--- src/rtl/comb_vec_seq.sv ---
// Stimulus/capture sequencer for a 4-input combinational block: walks a fixed
// 16-vector ROM, holds each vector HOLD cycles and captures Y into a truth table.
module comb_vec_seq #(
  parameter int unsigned HOLD = 10
) (
  input  logic        clk,
  input  logic        rst_n,
  input  logic        start,
  input  logic        abort,
  input  logic        y,
  output logic        a,
  output logic        b,
  output logic        c,
  output logic        d,
  output logic        busy,
  output logic        done,
  output logic [3:0]  vec_idx,
  output logic [15:0] truth_table,
  output logic [4:0]  ones_cnt
);

  typedef enum logic [1:0] {IDLE, DRIVE, DONE} state_t;

  localparam logic [7:0] LAST = 8'(HOLD - 1);

  state_t      state_q, state_d;
  logic [7:0]  cnt_q, cnt_d;
  logic [3:0]  idx_q, idx_d;
  logic [3:0]  abcd_q, abcd_d;
  logic [15:0] tt_q, tt_d;
  logic [4:0]  ones_q, ones_d;

  // Ordered by weight: all-zero, single ones, pairs, triples, all-ones.
  function automatic logic [3:0] rom(input logic [3:0] i);
    case (i)
      4'd0:  rom = 4'b0000;
      4'd1:  rom = 4'b0001;
      4'd2:  rom = 4'b0010;
      4'd3:  rom = 4'b0100;
      4'd4:  rom = 4'b1000;
      4'd5:  rom = 4'b0011;
      4'd6:  rom = 4'b0101;
      4'd7:  rom = 4'b1001;
      4'd8:  rom = 4'b0110;
      4'd9:  rom = 4'b1010;
      4'd10: rom = 4'b1100;
      4'd11: rom = 4'b0111;
      4'd12: rom = 4'b1011;
      4'd13: rom = 4'b1110;
      4'd14: rom = 4'b1101;
      default: rom = 4'b1111;
    endcase
  endfunction

  always_comb begin
    state_d = state_q;
    cnt_d   = cnt_q;
    idx_d   = idx_q;
    abcd_d  = abcd_q;
    tt_d    = tt_q;
    ones_d  = ones_q;
    case (state_q)
      IDLE: begin
        if (start) begin
          state_d = DRIVE;
          cnt_d   = '0;
          idx_d   = '0;
          abcd_d  = rom(4'd0);
          tt_d    = '0;
          ones_d  = '0;
        end
      end
      DRIVE: begin
        // abort wins over a capture on the same edge
        if (abort) begin
          state_d = IDLE;
          cnt_d   = '0;
          idx_d   = '0;
          abcd_d  = '0;
        end else if (cnt_q == LAST) begin
          tt_d[rom(idx_q)] = y;
          ones_d = ones_q + {4'd0, y};
          cnt_d  = '0;
          if (idx_q == 4'd15) begin
            state_d = DONE;
            idx_d   = '0;
            abcd_d  = '0;
          end else begin
            idx_d  = idx_q + 4'd1;
            abcd_d = rom(idx_q + 4'd1);
          end
        end else begin
          cnt_d = cnt_q + 8'd1;
        end
      end
      default: begin
        state_d = IDLE;
        idx_d   = '0;
        abcd_d  = '0;
        cnt_d   = '0;
      end
    endcase
  end

  always_ff @(posedge clk) begin
    if (!rst_n) begin
      state_q <= IDLE;
      cnt_q   <= '0;
      idx_q   <= '0;
      abcd_q  <= '0;
      tt_q    <= '0;
      ones_q  <= '0;
    end else begin
      state_q <= state_d;
      cnt_q   <= cnt_d;
      idx_q   <= idx_d;
      abcd_q  <= abcd_d;
      tt_q    <= tt_d;
      ones_q  <= ones_d;
    end
  end

  assign {a, b, c, d}  = abcd_q;
  assign busy          = (state_q == DRIVE);
  assign done          = (state_q == DONE);
  assign vec_idx       = idx_q;
  assign truth_table   = tt_q;
  assign ones_cnt      = ones_q;

endmodule

--- config.mk ---
export PLATFORM = sky130hd
export DESIGN_NAME = comb_vec_seq
export DESIGN_NICKNAME = d
export VERILOG_FILES = /design/src/rtl/comb_vec_seq.sv
export SDC_FILE = /design/constraint.sdc
export NUM_CORES = 1
export LEC_CHECK = 0
export BUFFER_PORTS_ARGS = -buffer_cell sky130_fd_sc_hd__buf_2
export CAP_MARGIN = 15
export CORE_MARGIN = 2
export CORE_UTILIZATION = 45
export CTS_CLUSTER_SIZE = 30
export DETAILED_ROUTE_END_ITERATION = 8
export HOLD_SLACK_MARGIN = 0.1
export PLACE_DENSITY = 0.71
export SLEW_MARGIN = 0
export SYNTH_ARGS = -nofsm -noshare
export SYNTH_HDL_FRONTEND = slang
export SYNTH_SLANG_ARGS = --single-unit
--- constraint.sdc ---
create_clock -name clk -period 2.5 [get_ports clk]
set_clock_uncertainty 0.1 [all_clocks]
set_input_delay 0.375 -clock clk [delete_from_list [all_inputs] [get_ports clk]]
set_output_delay 0.375 -clock clk [all_outputs]
set_load 0.01 [all_outputs]
Word level (Yosys, flattened, before mapping)
Memories as Yosys holds them, arrays and structs flattened. A register that Yosys moved wholly into a read port is not among the register bits.
Cells that the tools add are included.
- memories: 2
- logic and storage cells: 62
- register bits: 39
- ROM bits: 128
- memory list (name ; words ; bits a word ; read ports ; clocked after Yosys merged registers in ; wr ports ; RTL line ; RTL):
    (name not given) ; 16 ; 4 ; 1 ; 1 ; 0 ; 35 ; case (i)
    (name not given) ; 16 ; 4 ; 1 ; 0 ; 0 ; 35 ;
- equal/unequal tests: 9
- reductions and logical operators: 6
- $add $sub $neg: 3
- mux-type cells: 34
- order comparisons: 2
- operators by type and width (cell ; number):
    $mux 16 ; 3
    $mux 4 ; 12
    $pmux 16 s2 ; 1
    $mux 8 ; 3
    $bwmux 16 ; 1
    $pmux 4 s2 ; 2
    $pmux 8 s2 ; 1
    $mux 5 ; 3
    $pmux 5 s2 ; 1
    $add 8x1->8 const B ; 1
    $eq 8x4->1 const B ; 1
    $mux 2 ; 4
    $ne 3x2->1 const B ; 2
    $add 5x1->5 ; 1
    $lt 4x5->1 const B ; 1
    $add 4x1->4 const B ; 1
    $demux 1 s4 ; 1
    $eq 4x4->1 const B ; 1
    $ge 4x1->1 const B ; 1
    $ne 2x2->1 const B ; 2
    $pmux 2 s2 ; 1
    $reduce_and 4->1 ; 1
    $reduce_and 3->1 ; 1
    $eq 2x1->1 const B ; 1
    7 further kinds ; 7

Depth between registers and ports, before layout
- depth in word-level cells: 12
- depth in mapped cells: 10
- mapped depth without buffers: 10

Worst setup path before layout
Ideal clock, no wire load.
- path kind: reg2reg
- start point: reg idx_q[0] (netlist: vec_idx[0])
- end point: reg (tool-made name)
- data required time: 2.260 ns
- setup time: 0.140 ns
- cell stages (with the launch flop): 10
- data arrival time: 2.114 ns
- path slack: 0.147 ns
- buffers on the path: 1
- cells stage by stage: dfxtp_1 ha_1 clkbuf_1 nand3_1 nor2b_4 a22oi_2 inv_1 ha_1 nor3_2 a221oi_2
- RTL lines (what ; RTL line ; RTL):
    start, declared ; 28 ; logic [3:0] idx_q, idx_d;
    start signal, assigned ; 116 ; idx_q <= idx_d;

==> metrics.txt <==
layout cells sized above 1=28.1%; CP max stage cell=dfxtp_1; syn_nets=258; drt wl/cell=roughly 13 um; crit-path max cell delay=0.32 ns; Synth Warn #=0; DRC errors left=0; DP Area=2620 sq um; Req. time, crit path=around 2.6 ns; Synth Register Bits=43; initial detailed-routing violation count=76; Worst VDD drop=0.291 mV; Worst Setup Start Kind=flip-flop; Post-DP HPWL=between 3 and 4 mm; Crit Path Class=reg -> reg; Initial Utilization=a little under half; Synth Cell Area=between 2000 and 2500 sq um; Leak=0.00118 uW; Slew headroom=between 50 and 60%; CTS tree=built; CP top delay family=compound AO/OA/AOI/OAI gates; fmax=between 400 and 500 MHz; CTS Hold Bufs=0; Synth cell types=55; CTS buffer count=5; IO Count=36; Core Region=~5100 sq um; grt ovf=0; DR vias=1855; Slew @ Worst Pin=0.631 ns; worst path bufs/invs=2; port bufs=35; outcome=finished clean; largest net degree at the start of global routing=20; Post-CTS Resized=0; worst-skew pair later-pin latency=0.29 ns; Worst Path Max Fanout=6; global-route wire length before repair=7.71 mm; clk sinks=between 40 and 50; most common cell after layout, fill and taps aside=dfxtp_1; Arrival @ worst endpoint=2.33 ns; Area Overhead vs Synth=17.0%; Worst Setup End Kind=flip-flop; Final min period=around 2.3 ns; Synth Area per Inst=a little under 10 sq um; Worst-path clk slew=0.08 ns; power density cells=482 nW/um^2; H-Tree Depth=2; GPL Wtd Cong=between 0.8 and 0.9; clk buf depth=2; register area share after synthesis=36.8%; Vias/cell=5.33; chip width=roughly 76 um; cell area after layout=2740 sq um; number of max-cap violations=0; Rows=26; post-synthesis cell count=237; Die H=about 76 um; Total Die Area=5790 sq um; hold_ws=0.315 ns; Setup Buffers After CTS=0; Pins Over Slew Limit=0; Final nets=298; final core occ=between 50% and 60%; final hold vios=0; Pre-antenna DRT Iters=4; Post-DRT Antenna Nets=0; crit-path cells=inv_1 -> ha_1 -> and4bb_2 -> nand2_2 -> a21o_1 -> a22oi_2 -> inv_1 -> ha_1 -> nor3_2 -> a221oi_2; Worst Hold Class=in -> reg; aggregate routed wire length=roughly 4.5 mm; Tcrit/Tclk final=90.4%; commonest cells after routing, fill and taps aside=dfxtp_1 (43), buf_2 (35), nor2_1 (18); clk root buf=clkbuf_8; vias in the first global route=between 1500 and 2000; Ant. Diodes=0; TNS Setup=0 ns; Total GRT Usage=16.0%; RSZ-0062 raised after global routing=false; Finish-stage setup viols=0; initial antenna violation count=0
-- per-stage QoR --
| step | worst slack [ns] | total power [uW] | std cells |
|---|---|---|---|
| 2_1_floorplan | 0.147 | 757 | 237 |
| 3_3_place_gp | 0.274 | 780 | 340 |
| 3_5_place_dp | 0.212 | 781 | 340 |
| 4_1_cts | 0.201 | 1330 | 348 |
| 5_1_grt | 0.0272 | 1370 | 348 |
| 6_report | 0.240 | 1320 | 348 |
-- layout make-up --
| class | instances | area [sq um] |
|---|---|---|
| clock buffer | 6 | 82.6 |
| clock inverter | 2 | 35.0 |
| fill | 485 | 2340 |
| inverter | 8 | 30.0 |
| multi-input combinational | 175 | 1400 |
| sequential | 43 | 861 |
| tap | 70 | 87.6 |
| timing repair buffer | 44 | 243 |
-- routing by layer --
layer | up-vias | GRT usage [%] | wire length [um]
li1 | 945 | - | -
met3 | 8 | 3.44 | 187
met1 | 860 | 20.3 | 2150
met2 | 42 | 26.6 | 2090
met5 | - | 0 | 0
met4 | 0 | 6.55 | 85
-- tightest hold or removal path, stage by stage --
cell and delay [ns]:
buf_2 0.13, nand2b_1 0.11, a21oi_1 0.05
-- Yosys cell counts, drive strengths merged --
master | number | area, sq um
a21oi | 4 | 35.0
nor2b | 3 | 26.3
nand4b | 2 | 17.5
mux2 | 3 | 33.8
nor2 | 19 | 73.8
nor3 | 4 | 40.0
nor3b | 2 | 15.0
buf | 4 | 23.8
o32ai | 1 | 8.76
ha | 16 | 200
a22o | 3 | 26.3
and2 | 1 | 8.76
and3 | 1 | 6.26
o21a | 1 | 7.51
nand3 | 11 | 70.1
xnor2 | 3 | 26.3
clkbuf | 7 | 26.3
o41ai | 6 | 52.6
a22oi | 3 | 46.3
o21ai | 10 | 50.0
dfxtp | 43 | 861
o211ai | 3 | 22.5
o311ai | 7 | 61.3
nand2b | 5 | 33.8
o31ai | 4 | 43.8
nand4 | 5 | 31.3
nand2 | 17 | 68.8
mux2i | 14 | 140
a211oi | 1 | 7.51
and4bb | 2 | 28.8
xor2 | 12 | 105
a221oi | 2 | 23.8
a21o | 2 | 15.0
nor4 | 2 | 25.0
inv | 8 | 30.0
and2b | 2 | 15.0
and4 | 1 | 8.76
or3 | 2 | 12.5
a32o | 1 | 10.0
-- cell families (layout without fill, tap and decap cells) --
group           after synthesis  after routing  share of synthesized area (%)
flops                        43             43                           36.8
fa+ha+maj                    16             16                           8.56
mux                          17             17                           7.44
compound gates               48             48                           17.5
xor+xnor                     15             15                           5.62
buf+inv                      19             60                           3.42
simple gates                 79             79                           20.6
-- worst paths after layout --
check / from / end / slack (ns) / cells past startpoint
setup / recovery: cnt_q[1]$_SDFFE_PN0P_ / flip-flop / 0.24 / 10
hold / removal: rst_n / state_q[0]$_SDFFE_PN0P_ / 0.31 / 3
setup reg to reg: cnt_q[1]$_SDFFE_PN0P_ / flip-flop / 0.24 / 10
hold reg to reg: truth_table[5]$_SDFFE_PN0P_ / truth_table[5]$_SDFFE_PN0P_ / 0.36 / 2
-- power breakdown --
group          switching [uW]  internal (uW)
clock                     229            323
combinational            46.0           25.6
sequential               4.28            689
-- sequential cells by signal, indices dropped and copies added (netlist names), named ones only --
| register | count |
|---|---|
| truth_table | 16 |
| state_q | 2 |
| vec_idx | 4 |
| cnt_q | 8 |
| ones_cnt | 5 |
| abcd_q | 4 |
Note: power is estimated with default switching activity, not from simulation.
